## config.mk

```make
export PLATFORM = sky130hd
export DESIGN_NAME = duck_flight_controller_flat
export DESIGN_NICKNAME = d
export VERILOG_FILES = /design/src/rtl/duck_flight_controller_if.sv /design/src/rtl/duck_flight_controller.sv /design/src/flat_wrapper.sv
export SDC_FILE = /design/constraint.sdc
export NUM_CORES = 1
export LEC_CHECK = 0
export ABC_AREA = 1
export CAP_MARGIN = 10
export CORE_UTILIZATION = 55
export DETAILED_ROUTE_END_ITERATION = 6
export PLACE_DENSITY = 0.78
export RECOVER_POWER = 100
export SLEW_MARGIN = 5
export SYNTH_ARGS = -nofsm -noshare
export SYNTH_HDL_FRONTEND = slang
export SYNTH_SLANG_ARGS = --single-unit
```

## constraint.sdc

```tcl
create_clock -name clk -period 7.9 [get_ports clk]
set_input_delay 1.185 -clock clk [delete_from_list [all_inputs] [get_ports clk]]
set_output_delay 1.185 -clock clk [all_outputs]
set_load 0.02 [all_outputs]
```

## src/rtl/duck_flight_controller_if.sv

```systemverilog
// Signal bundle between the raster/crosshair side and one duck sprite controller.
// The master drives raster position and shots; the slave returns sprite state and ROM address.
interface duck_flight_controller_if;
    logic [9:0]  hcount;
    logic [9:0]  vcount;
    logic        shoot;
    logic [9:0]  cursor_x;
    logic [9:0]  cursor_y;
    logic [9:0]  duck_x;
    logic [9:0]  duck_y;
    logic [1:0]  frame_sel;
    logic        visible;
    logic [1:0]  state;
    logic [7:0]  score;
    logic        draw;
    logic [16:0] rom_addr;

    modport master (
        output hcount, vcount, shoot, cursor_x, cursor_y,
        input  duck_x, duck_y, frame_sel, visible, state, score, draw, rom_addr
    );

    modport slave (
        input  hcount, vcount, shoot, cursor_x, cursor_y,
        output duck_x, duck_y, frame_sel, visible, state, score, draw, rom_addr
    );
endinterface

```

## src/rtl/duck_flight_controller.sv

```systemverilog
// Per-frame duck sprite controller: flight/bounce, shot evaluation, hit/fall/respawn
// life cycle, score keeping, and a registered sprite draw window with ROM address.
module duck_flight_controller #(
    parameter int SPRITE_W       = 124,
    parameter int SPRITE_H       = 162,
    parameter int H_ACTIVE       = 640,
    parameter int V_ACTIVE       = 480,
    parameter int X_STEP         = 2,
    parameter int Y_STEP         = 1,
    parameter int FALL_STEP      = 4,
    parameter int START_X        = 0,
    parameter int START_Y        = 100,
    parameter int HIT_FRAMES     = 30,
    parameter int RESPAWN_FRAMES = 60,
    parameter int ANIM_DIV       = 8
) (
    input  logic                      clk,
    input  logic                      reset,
    duck_flight_controller_if.slave   bus
);

    typedef enum logic [1:0] {
        FLY     = 2'd0,
        HIT     = 2'd1,
        FALL    = 2'd2,
        RESPAWN = 2'd3
    } state_t;

    localparam logic [10:0] X_MAX    = 11'(H_ACTIVE - SPRITE_W);
    localparam logic [10:0] Y_MAX    = 11'(V_ACTIVE - SPRITE_H);
    localparam logic [9:0]  X_MAX10  = 10'(H_ACTIVE - SPRITE_W);
    localparam logic [9:0]  Y_MAX10  = 10'(V_ACTIVE - SPRITE_H);
    localparam logic [10:0] X_STEP11 = 11'(X_STEP);
    localparam logic [10:0] Y_STEP11 = 11'(Y_STEP);
    localparam logic [9:0]  X_STEP10 = 10'(X_STEP);
    localparam logic [9:0]  Y_STEP10 = 10'(Y_STEP);
    localparam logic [10:0] FALL11   = 11'(FALL_STEP);
    localparam logic [10:0] SPR_W11  = 11'(SPRITE_W);
    localparam logic [10:0] SPR_H11  = 11'(SPRITE_H);
    localparam logic [16:0] SPR_W17  = 17'(SPRITE_W);
    localparam logic [16:0] FRAME_SZ = 17'(SPRITE_W * SPRITE_H);
    localparam logic [9:0]  START_X10 = 10'(START_X);
    localparam logic [9:0]  START_Y10 = 10'(START_Y);
    localparam logic [9:0]  V_TICK    = 10'(V_ACTIVE);
    localparam logic [7:0]  HIT_LAST  = 8'(HIT_FRAMES - 1);
    localparam logic [7:0]  RESP_LAST = 8'(RESPAWN_FRAMES - 1);
    localparam logic [7:0]  ANIM_LAST = 8'(ANIM_DIV - 1);

    state_t      state_q, state_d;
    logic [9:0]  x_q, y_q;
    logic        dir_x_q, dir_y_q;   // 1 = right / down
    logic        flap_q;
    logic [7:0]  anim_q, cnt_q, score_q;
    logic        shot_q;
    logic        draw_q;
    logic [16:0] rom_q;

    logic        tick, hit_cond, fall_end;
    logic [10:0] x_w, y_w, cx_w, cy_w, hx_w, vy_w;
    logic [10:0] x_inc, y_inc, y_fall;
    logic [9:0]  x_dec, y_dec, x_d, y_d, dx, dy;
    logic        flip_x, flip_y, in_win;
    logic [1:0]  frame_sel_c;
    logic        visible_c;
    logic [16:0] addr_c;

    assign tick = (bus.hcount == 10'd0) && (bus.vcount == V_TICK);
    assign x_w  = {1'b0, x_q};
    assign y_w  = {1'b0, y_q};
    assign cx_w = {1'b0, bus.cursor_x};
    assign cy_w = {1'b0, bus.cursor_y};
    assign hx_w = {1'b0, bus.hcount};
    assign vy_w = {1'b0, bus.vcount};

    // A shoot arriving on the tick cycle itself still counts for that tick.
    assign hit_cond = (shot_q | bus.shoot)
                    && (cx_w >= x_w) && (cx_w < x_w + SPR_W11)
                    && (cy_w >= y_w) && (cy_w < y_w + SPR_H11);

    assign x_inc    = x_w + X_STEP11;
    assign y_inc    = y_w + Y_STEP11;
    assign x_dec    = x_q - X_STEP10;
    assign y_dec    = y_q - Y_STEP10;
    assign y_fall   = y_w + FALL11;
    assign fall_end = (y_fall >= Y_MAX);

    // Bounds are tested before the step is applied, so the clamp never wraps.
    always_comb begin
        // NOTE: every combinational output gets a default first so no latch is inferred.
        x_d    = x_q;
        y_d    = y_q;
        flip_x = 1'b0;
        flip_y = 1'b0;
        if (dir_x_q) begin
            if (x_inc >= X_MAX) begin x_d = X_MAX10; flip_x = 1'b1; end
            else                      x_d = x_inc[9:0];
        end else begin
            if (x_w <= X_STEP11) begin x_d = 10'd0; flip_x = 1'b1; end
            else                       x_d = x_dec;
        end
        if (dir_y_q) begin
            if (y_inc >= Y_MAX) begin y_d = Y_MAX10; flip_y = 1'b1; end
            else                      y_d = y_inc[9:0];
        end else begin
            if (y_w <= Y_STEP11) begin y_d = 10'd0; flip_y = 1'b1; end
            else                       y_d = y_dec;
        end
    end

    // State register
    always_ff @(posedge clk) begin
        // NOTE: sequential state is only ever written with non-blocking assignments.
        if (reset) state_q <= FLY;
        else       state_q <= state_d;
    end

    // Next-state logic
    always_comb begin
        state_d = state_q;
        if (tick) begin
            unique case (state_q)
                FLY:     if (hit_cond)             state_d = HIT;
                HIT:     if (cnt_q == HIT_LAST)    state_d = FALL;
                FALL:    if (fall_end)             state_d = RESPAWN;
                RESPAWN: if (cnt_q == RESP_LAST)   state_d = FLY;
            endcase
        end
    end

    // Output decode
    always_comb begin
        visible_c   = 1'b1;
        frame_sel_c = {1'b0, flap_q};
        unique case (state_q)
            FLY:     ;
            HIT:     frame_sel_c = 2'd2;
            FALL:    frame_sel_c = 2'd3;
            RESPAWN: begin frame_sel_c = 2'd3; visible_c = 1'b0; end
        endcase
    end

    // Position, counters, animation and score; all change only on the tick.
    always_ff @(posedge clk) begin
        if (reset) begin
            x_q     <= START_X10;
            y_q     <= START_Y10;
            dir_x_q <= 1'b1;
            dir_y_q <= 1'b1;
            flap_q  <= 1'b0;
            anim_q  <= 8'd0;
            cnt_q   <= 8'd0;
            score_q <= 8'd0;
            shot_q  <= 1'b0;
        end else begin
            shot_q <= tick ? 1'b0 : (shot_q | bus.shoot);
            if (tick) begin
                unique case (state_q)
                    FLY: begin
                        if (hit_cond) begin
                            if (score_q != 8'hFF) score_q <= score_q + 8'd1;
                        end else begin
                            x_q     <= x_d;
                            y_q     <= y_d;
                            dir_x_q <= dir_x_q ^ flip_x;
                            dir_y_q <= dir_y_q ^ flip_y;
                            if (anim_q == ANIM_LAST) begin
                                anim_q <= 8'd0;
                                flap_q <= ~flap_q;
                            end else begin
                                anim_q <= anim_q + 8'd1;
                            end
                        end
                    end
                    HIT:  cnt_q <= (cnt_q == HIT_LAST) ? 8'd0 : cnt_q + 8'd1;
                    FALL: y_q   <= fall_end ? Y_MAX10 : y_fall[9:0];
                    RESPAWN: begin
                        if (cnt_q == RESP_LAST) begin
                            cnt_q   <= 8'd0;
                            x_q     <= START_X10;
                            y_q     <= START_Y10;
                            dir_x_q <= 1'b1;
                            dir_y_q <= 1'b1;
                            flap_q  <= 1'b0;
                            anim_q  <= 8'd0;
                        end else begin
                            cnt_q <= cnt_q + 8'd1;
                        end
                    end
                endcase
            end
        end
    end

    assign in_win = visible_c
                  && (hx_w >= x_w) && (hx_w < x_w + SPR_W11)
                  && (vy_w >= y_w) && (vy_w < y_w + SPR_H11);
    assign dx     = bus.hcount - x_q;
    assign dy     = bus.vcount - y_q;
    assign addr_c = FRAME_SZ * {15'd0, frame_sel_c} + SPR_W17 * {7'd0, dy} + {7'd0, dx};

    always_ff @(posedge clk) begin
        if (reset) begin
            draw_q <= 1'b0;
            rom_q  <= 17'd0;
        end else begin
            draw_q <= in_win;
            rom_q  <= in_win ? addr_c : 17'd0;
        end
    end

    assign bus.duck_x    = x_q;
    assign bus.duck_y    = y_q;
    assign bus.frame_sel = frame_sel_c;
    assign bus.visible   = visible_c;
    assign bus.state     = state_q;
    assign bus.score     = score_q;
    assign bus.draw      = draw_q;
    assign bus.rom_addr  = rom_q;

endmodule

```

## src/flat_wrapper.sv

```systemverilog
// flat-port wrapper written by rule: the top's interface ports become plain ports
module duck_flight_controller_flat 
#(
    parameter int SPRITE_W       = 124,
    parameter int SPRITE_H       = 162,
    parameter int H_ACTIVE       = 640,
    parameter int V_ACTIVE       = 480,
    parameter int X_STEP         = 2,
    parameter int Y_STEP         = 1,
    parameter int FALL_STEP      = 4,
    parameter int START_X        = 0,
    parameter int START_Y        = 100,
    parameter int HIT_FRAMES     = 30,
    parameter int RESPAWN_FRAMES = 60,
    parameter int ANIM_DIV       = 8
)
  (clk, reset, bus_hcount, bus_vcount, bus_shoot, bus_cursor_x, bus_cursor_y, bus_duck_x, bus_duck_y, bus_frame_sel, bus_visible, bus_state, bus_score, bus_draw, bus_rom_addr);
  duck_flight_controller_if bus_i ();
  input  logic clk;
  input  logic reset;
  input wire logic [$bits(bus_i.hcount)-1:0] bus_hcount;
  input wire logic [$bits(bus_i.vcount)-1:0] bus_vcount;
  input wire logic [$bits(bus_i.shoot)-1:0] bus_shoot;
  input wire logic [$bits(bus_i.cursor_x)-1:0] bus_cursor_x;
  input wire logic [$bits(bus_i.cursor_y)-1:0] bus_cursor_y;
  output wire logic [$bits(bus_i.duck_x)-1:0] bus_duck_x;
  output wire logic [$bits(bus_i.duck_y)-1:0] bus_duck_y;
  output wire logic [$bits(bus_i.frame_sel)-1:0] bus_frame_sel;
  output wire logic [$bits(bus_i.visible)-1:0] bus_visible;
  output wire logic [$bits(bus_i.state)-1:0] bus_state;
  output wire logic [$bits(bus_i.score)-1:0] bus_score;
  output wire logic [$bits(bus_i.draw)-1:0] bus_draw;
  output wire logic [$bits(bus_i.rom_addr)-1:0] bus_rom_addr;
  assign bus_i.hcount = bus_hcount;
  assign bus_i.vcount = bus_vcount;
  assign bus_i.shoot = bus_shoot;
  assign bus_i.cursor_x = bus_cursor_x;
  assign bus_i.cursor_y = bus_cursor_y;
  assign bus_duck_x = bus_i.duck_x;
  assign bus_duck_y = bus_i.duck_y;
  assign bus_frame_sel = bus_i.frame_sel;
  assign bus_visible = bus_i.visible;
  assign bus_state = bus_i.state;
  assign bus_score = bus_i.score;
  assign bus_draw = bus_i.draw;
  assign bus_rom_addr = bus_i.rom_addr;
  duck_flight_controller #(.SPRITE_W(SPRITE_W), .SPRITE_H(SPRITE_H), .H_ACTIVE(H_ACTIVE), .V_ACTIVE(V_ACTIVE), .X_STEP(X_STEP), .Y_STEP(Y_STEP), .FALL_STEP(FALL_STEP), .START_X(START_X), .START_Y(START_Y), .HIT_FRAMES(HIT_FRAMES), .RESPAWN_FRAMES(RESPAWN_FRAMES), .ANIM_DIV(ANIM_DIV)) u_core (.clk(clk), .reset(reset), .bus(bus_i));
endmodule
```

# --- Word-level counts from Yosys, hierarchy flattened ---
# Cells that the tools add are included.
totals:
  register_bits: 68
  wordCells: 125
  in_bits: 43
op_classes:
  n_bitwise: 5
  reduce_logical: 23
  eq_ne: 14
  n_lt_le_gt_ge: 13
  mul: 2
  mux: 42
  n_addsub: 14
op_table:
  columns: ["op", "count"]
  rows:
  - ["$mux W10", 11]
  - ["$lt A10 B11 Y1", 4]
  - ["$ge A10 B10 Y1", 4]
  - ["$mux W8", 5]
  - ["$pmux W8 S2", 2]
  - ["$pmux W10 S3", 1]
  - ["$add A8 B1 Y8 const B", 3]
  - ["$ge A11 B9 Y1 const B", 2]
  - ["$pmux W10 S2", 1]
  - ["$sub A10 B10 Y10", 2]
  - ["$add A17 B10 Y17", 1]
  - ["$add A17 B17 Y17", 1]
  - ["$mul A5 B10 Y15 const A", 1]
  - ["$mul A12 B2 Y14 const A", 1]
  - ["$mux W1", 13]
  - ["$reduce_and A4 Y1", 3]
  - ["$add A10 B1 Y11 const B", 1]
  - ["$add A10 B2 Y11 const B", 1]
  - ["$add A10 B3 Y11 const B", 1]
  - ["$add A10 B7 Y11 const B", 1]
  - ["$add A10 B8 Y11 const B", 1]
  - ["$ge A11 B10 Y1 const B", 1]
  - ["$eq A10 B9 Y1 const B", 1]
  - ["$le A10 B1 Y1 const B", 1]
  - ["other kinds (26)", 50]

# --- Logic depth before layout (Yosys ltp) ---
logic_depth:
  word_depth: 8
  ltp_mapped: 35
  mapped_depth_nobuf: 34

# --- Worst setup path after synthesis ---
# No wires, ideal clock.
synth_path:
  path_kind: "in2reg"
  start: "input bus_vcount[0]"
  end: "register u_core.rom_q[16], in the netlist u_core.bus.rom_addr[16]"
  path_stages: 32
  required_ps: 7774
  arrival_ps: 6660
  setup_time_ps: 126
  path_slack_ps: 1114
  n_path_buf: 0
  path_cell_list: "inv_1 ha_1 fa_1 o21ai_0 nand3_1 nand2_1 xor2_1 inv_1 xor2_1 inv_1 ha_1 inv_1 fa_1 fa_1 inv_1 ha_1 a21oi_1 o21ai_0 a31oi_1 xnor2_1 ha_1 ha_1 inv_1 nor3_1 nand3_1 nand4_1 nand2_1 nand2_1 a21oi_1 xor2_1 inv_1 nor2_1"
synth_via:
  elab_chain_len: 5
  word_cells_on_any_way: 10
  cone_classes: "add/sub (3); mul (1); order compare (2); bitwise (1); reduce/logical (3)"
synth_lines:
  columns: ["element", "line_no", "text"]
  rows:
  - ["from (decl)", "flat_wrapper.sv:22", "input wire logic [$bits(bus_i.vcount)-1:0] bus_vcount;"]
  - ["branches (longest 5 deep; another with $add A17 B17 Y17)", null, null]
  - ["to (signal assigned)", "duck_flight_controller.sv:207", "rom_q <= in_win ? addr_c : 17'd0;"]
  - ["to (decl)", "duck_flight_controller.sv:56", "logic [16:0] rom_q;"]
# Parallel ways; which one is timed is not known.
# A chain may end at the register's enable or synchronous reset.

# --- Worst setup path after layout ---
# Ends and elaborated chain as after synthesis.

==> metrics.yaml <==
synth_top_area_frac: 0.205
synth_cells: 1354
remaining_drc_errors: 0
yosysTopAreaCell: "ha_1"
p_sw_mw: 1.17
avgSynthCellArea_um2: 6.66
power_mw: 2.45
io_pins: 94
setup_viol: 0
hold_path.class: "flip-flop to flip-flop"
fmax_ghz: 0.137
setup.worst_path.class: "input pin to flip-flop"
portBuffers: 91
cts_tree: "yes"
clkSinkCount: 67
vdd_ir_drop_max_mv: 0.386
r2r_cells: 34
drv_slew: 10
path_clk_slew_ns: 0.06
critPathCaptureType: "flip-flop"
yosys_register_bits: 67
relSlewSlack: -0.0280
cts_root_buf: "clkbuf_16"
fillers: 1499
coreArea_um2: 15900
die-width_um: 130
violations: "capacitance limit, slew limit"
cp_max_fo: 7
min_period_ns: 7.32
drt-vias-per-instance: 5.32
ys_warn_count: 0
drive_gt1_frac: 0.0324
hold_viol: 0
start_util: 0.566
cts_buffers: 9
ctsResizeCount: 0
wl_per_cell_um: 13.6
diodes: 0
reg2reg_from: "u_core.bus.duck_y[1]"
fin_nets: 1661
slowest_delay_ns: 0.54
drt-total-wl_um: 22700
status: "finished, violations left"
grt_first_pass_wirelength_um: 37300
internal_power_mw: 1.28
r2r_end: "u_core.bus.rom_addr[16]"
cts_hold_buf: 0
dp_hpwl_um: 18600
skew_ns: 0.0154
grtUsageTotal: 0.277
critPathSlowestCell: "clkdlybuf4s50_1"
grt_overflow_total: 0
antenna_found_initial: 0
leakage_nw: 5.53
cts_max_level: 3
syn_to_final_growth_pct: 15.4
max_cap_violations: 1
yosys-top-cells-area: "ha_1 (21%), dfxtp_1 (15%), nand2_1 (14%)"
endpoint: "u_core.bus.rom_addr[16]"
pwr_density_cell_nw_per_um2: 236
finalCritPeriodShare: 0.927
startpoint_type: "input pin"
setup-tns-final_ns: 0
syn_area_um2: 9020
rrSetupSlack_ns: 1.31
worstPathRequired_ns: 8.11
die_h_um: 130
p_seq_frac: 0.143
dr.pass1.iters: 5
grt_pass1_vias: 8116
drtIter0Drc: 548
clock_latency_ns: 0.35
synth_cell_types: 49
layout_common_cells: "nand2_1 (335), inv_1 (205), ha_1 (148), nor2_1 (142), a21oi_1 (82)"
grt_max_degree: 22
crit_start: "bus_vcount[0]"
via_count: 8863
arrival_ns: 7.53
combPwrFrac: 0.696
final_antenna_net_count: 0
p_clk_frac: 0.161
die_area_um2: 16900
seq_area_frac_synth: 0.149
cts_buffer_depth: 2
tightestPinTransition_ns: 1.53
final_common_cell: "nand2_1"
rsz0062_at_grt: "no"
cts_setup_buffers: 0
gp_congestion: 0.978
rows: 46
p_sw_frac: 0.479
metal layers:
| metal | GRT usage | up-vias | share of wire |
|---|---|---|---|
| li1 | - | 4558 | - |
| met1 | 0.349 | 4008 | 0.45 |
| met2 | 0.475 | 251 | 0.46 |
| met3 | 0.0431 | 46 | 0.061 |
| met4 | 0.107 | 0 | 0.027 |
| met5 | 0 | - | 0 |
critical path: cells and delay by family:
family          cells  cell delay [ns]
compound gates      5             0.90
buf+inv             6             0.97
simple gates        9             0.92
xor+xnor            4             0.92
fa+ha+maj           7             2.62
synthesized netlist by cell type (all sizes together):
cell,number
a21oi,82
inv,211
clkinv,1
nor2,146
o22ai,3
o2111ai,2
o21a,6
a31o,1
a221oi,3
a22oi,1
or2,2
nand4,39
o21ai,39
nand3b,6
a211oi,3
a21o,10
buf,12
o211ai,5
clkbuf,8
xor2,62
fa,24
o21bai,7
xnor2,25
ha,148
dfxtp,67
a21boi,2
nand3,68
o221ai,1
nor4,8
a31oi,1
nand2,339
nor3,18
o31ai,3
conb,1
state kept, by name, summed over array words and instances, names as in the netlist:
register,flops
u_core.anim_q,8
u_core.bus.draw,1
u_core.bus.duck_x,9
u_core.bus.duck_y,10
u_core.bus.rom_addr,17
u_core.bus.score,8
u_core.bus.state,2
u_core.cnt_q,8
u_core.dir_x_q,1
u_core.dir_y_q,1
u_core.flap_q,1
u_core.shot_q,1
area by class of cell:
cell class / count / area (um^2) / share of cell area
timing repair buffer: 100 / 978 / 0.0940
multi-input combinational: 1056 / 6730 / 0.646
inverter: 212 / 796 / 0.0765
clock buffer: 11 / 253 / 0.0243
sequential: 67 / 1340 / 0.129
tap: 216 / 270 / 0.0260
clock inverter: 5 / 42.5 / 0.00409
through the flow:
| stage | area, um^2 | cells | util | setup WS, ns | hold slack [ns] |
|---|---|---|---|---|---|
| 2_1_floorplan | 9020 | 1355 | - | 1.11 | 0.475 |
| 3_5_place_dp | 10200 | 1651 | 0.637 | 0.233 | 0.497 |
| 5_1_grt | 10400 | 1667 | 0.653 | 0.0760 | 0.518 |
| 3_3_place_gp | 10200 | 1651 | 0.637 | 0.387 | 0.488 |
| 6_report | 10400 | 1667 | 0.653 | 0.580 | 0.510 |
| 4_1_cts | 10500 | 1667 | 0.656 | 0.577 | 0.509 |
logic make-up after synthesis:
kind of cell | count (synthesis) | share of synthesized area
compound gates | 169 | 0.108
xor+xnor | 87 | 0.0845
fa+ha+maj | 172 | 0.259
buf+inv | 232 | 0.100
flops | 67 | 0.149
other cells | 1 | 0.000416
simple gates | 626 | 0.299
power groups by stage:
stage,Combinational [mW],Sequential (mW),Clock (mW)
3_3_place_gp,1.66,0.358,0
2_1_floorplan,1.36,0.371,0
4_1_cts,1.72,0.351,0.402
6_report,1.71,0.350,0.395
3_5_place_dp,1.69,0.358,0
5_1_grt,1.98,0.351,0.419
how the worst min path moves through the flow:
stage                                      to                 from  cells past startpoint
final                     u_core.bus.score[6]  u_core.bus.score[6]                      2
after global routing      u_core.bus.score[6]  u_core.bus.score[6]                      2
after CTS                 u_core.bus.score[6]  u_core.bus.score[6]                      2
after detailed placement        u_core.flap_q        u_core.flap_q                      2
after global placement          u_core.flap_q        u_core.flap_q                      2
after floorplan                 u_core.flap_q        u_core.flap_q                      2
(Power assumes the default switching activity.)
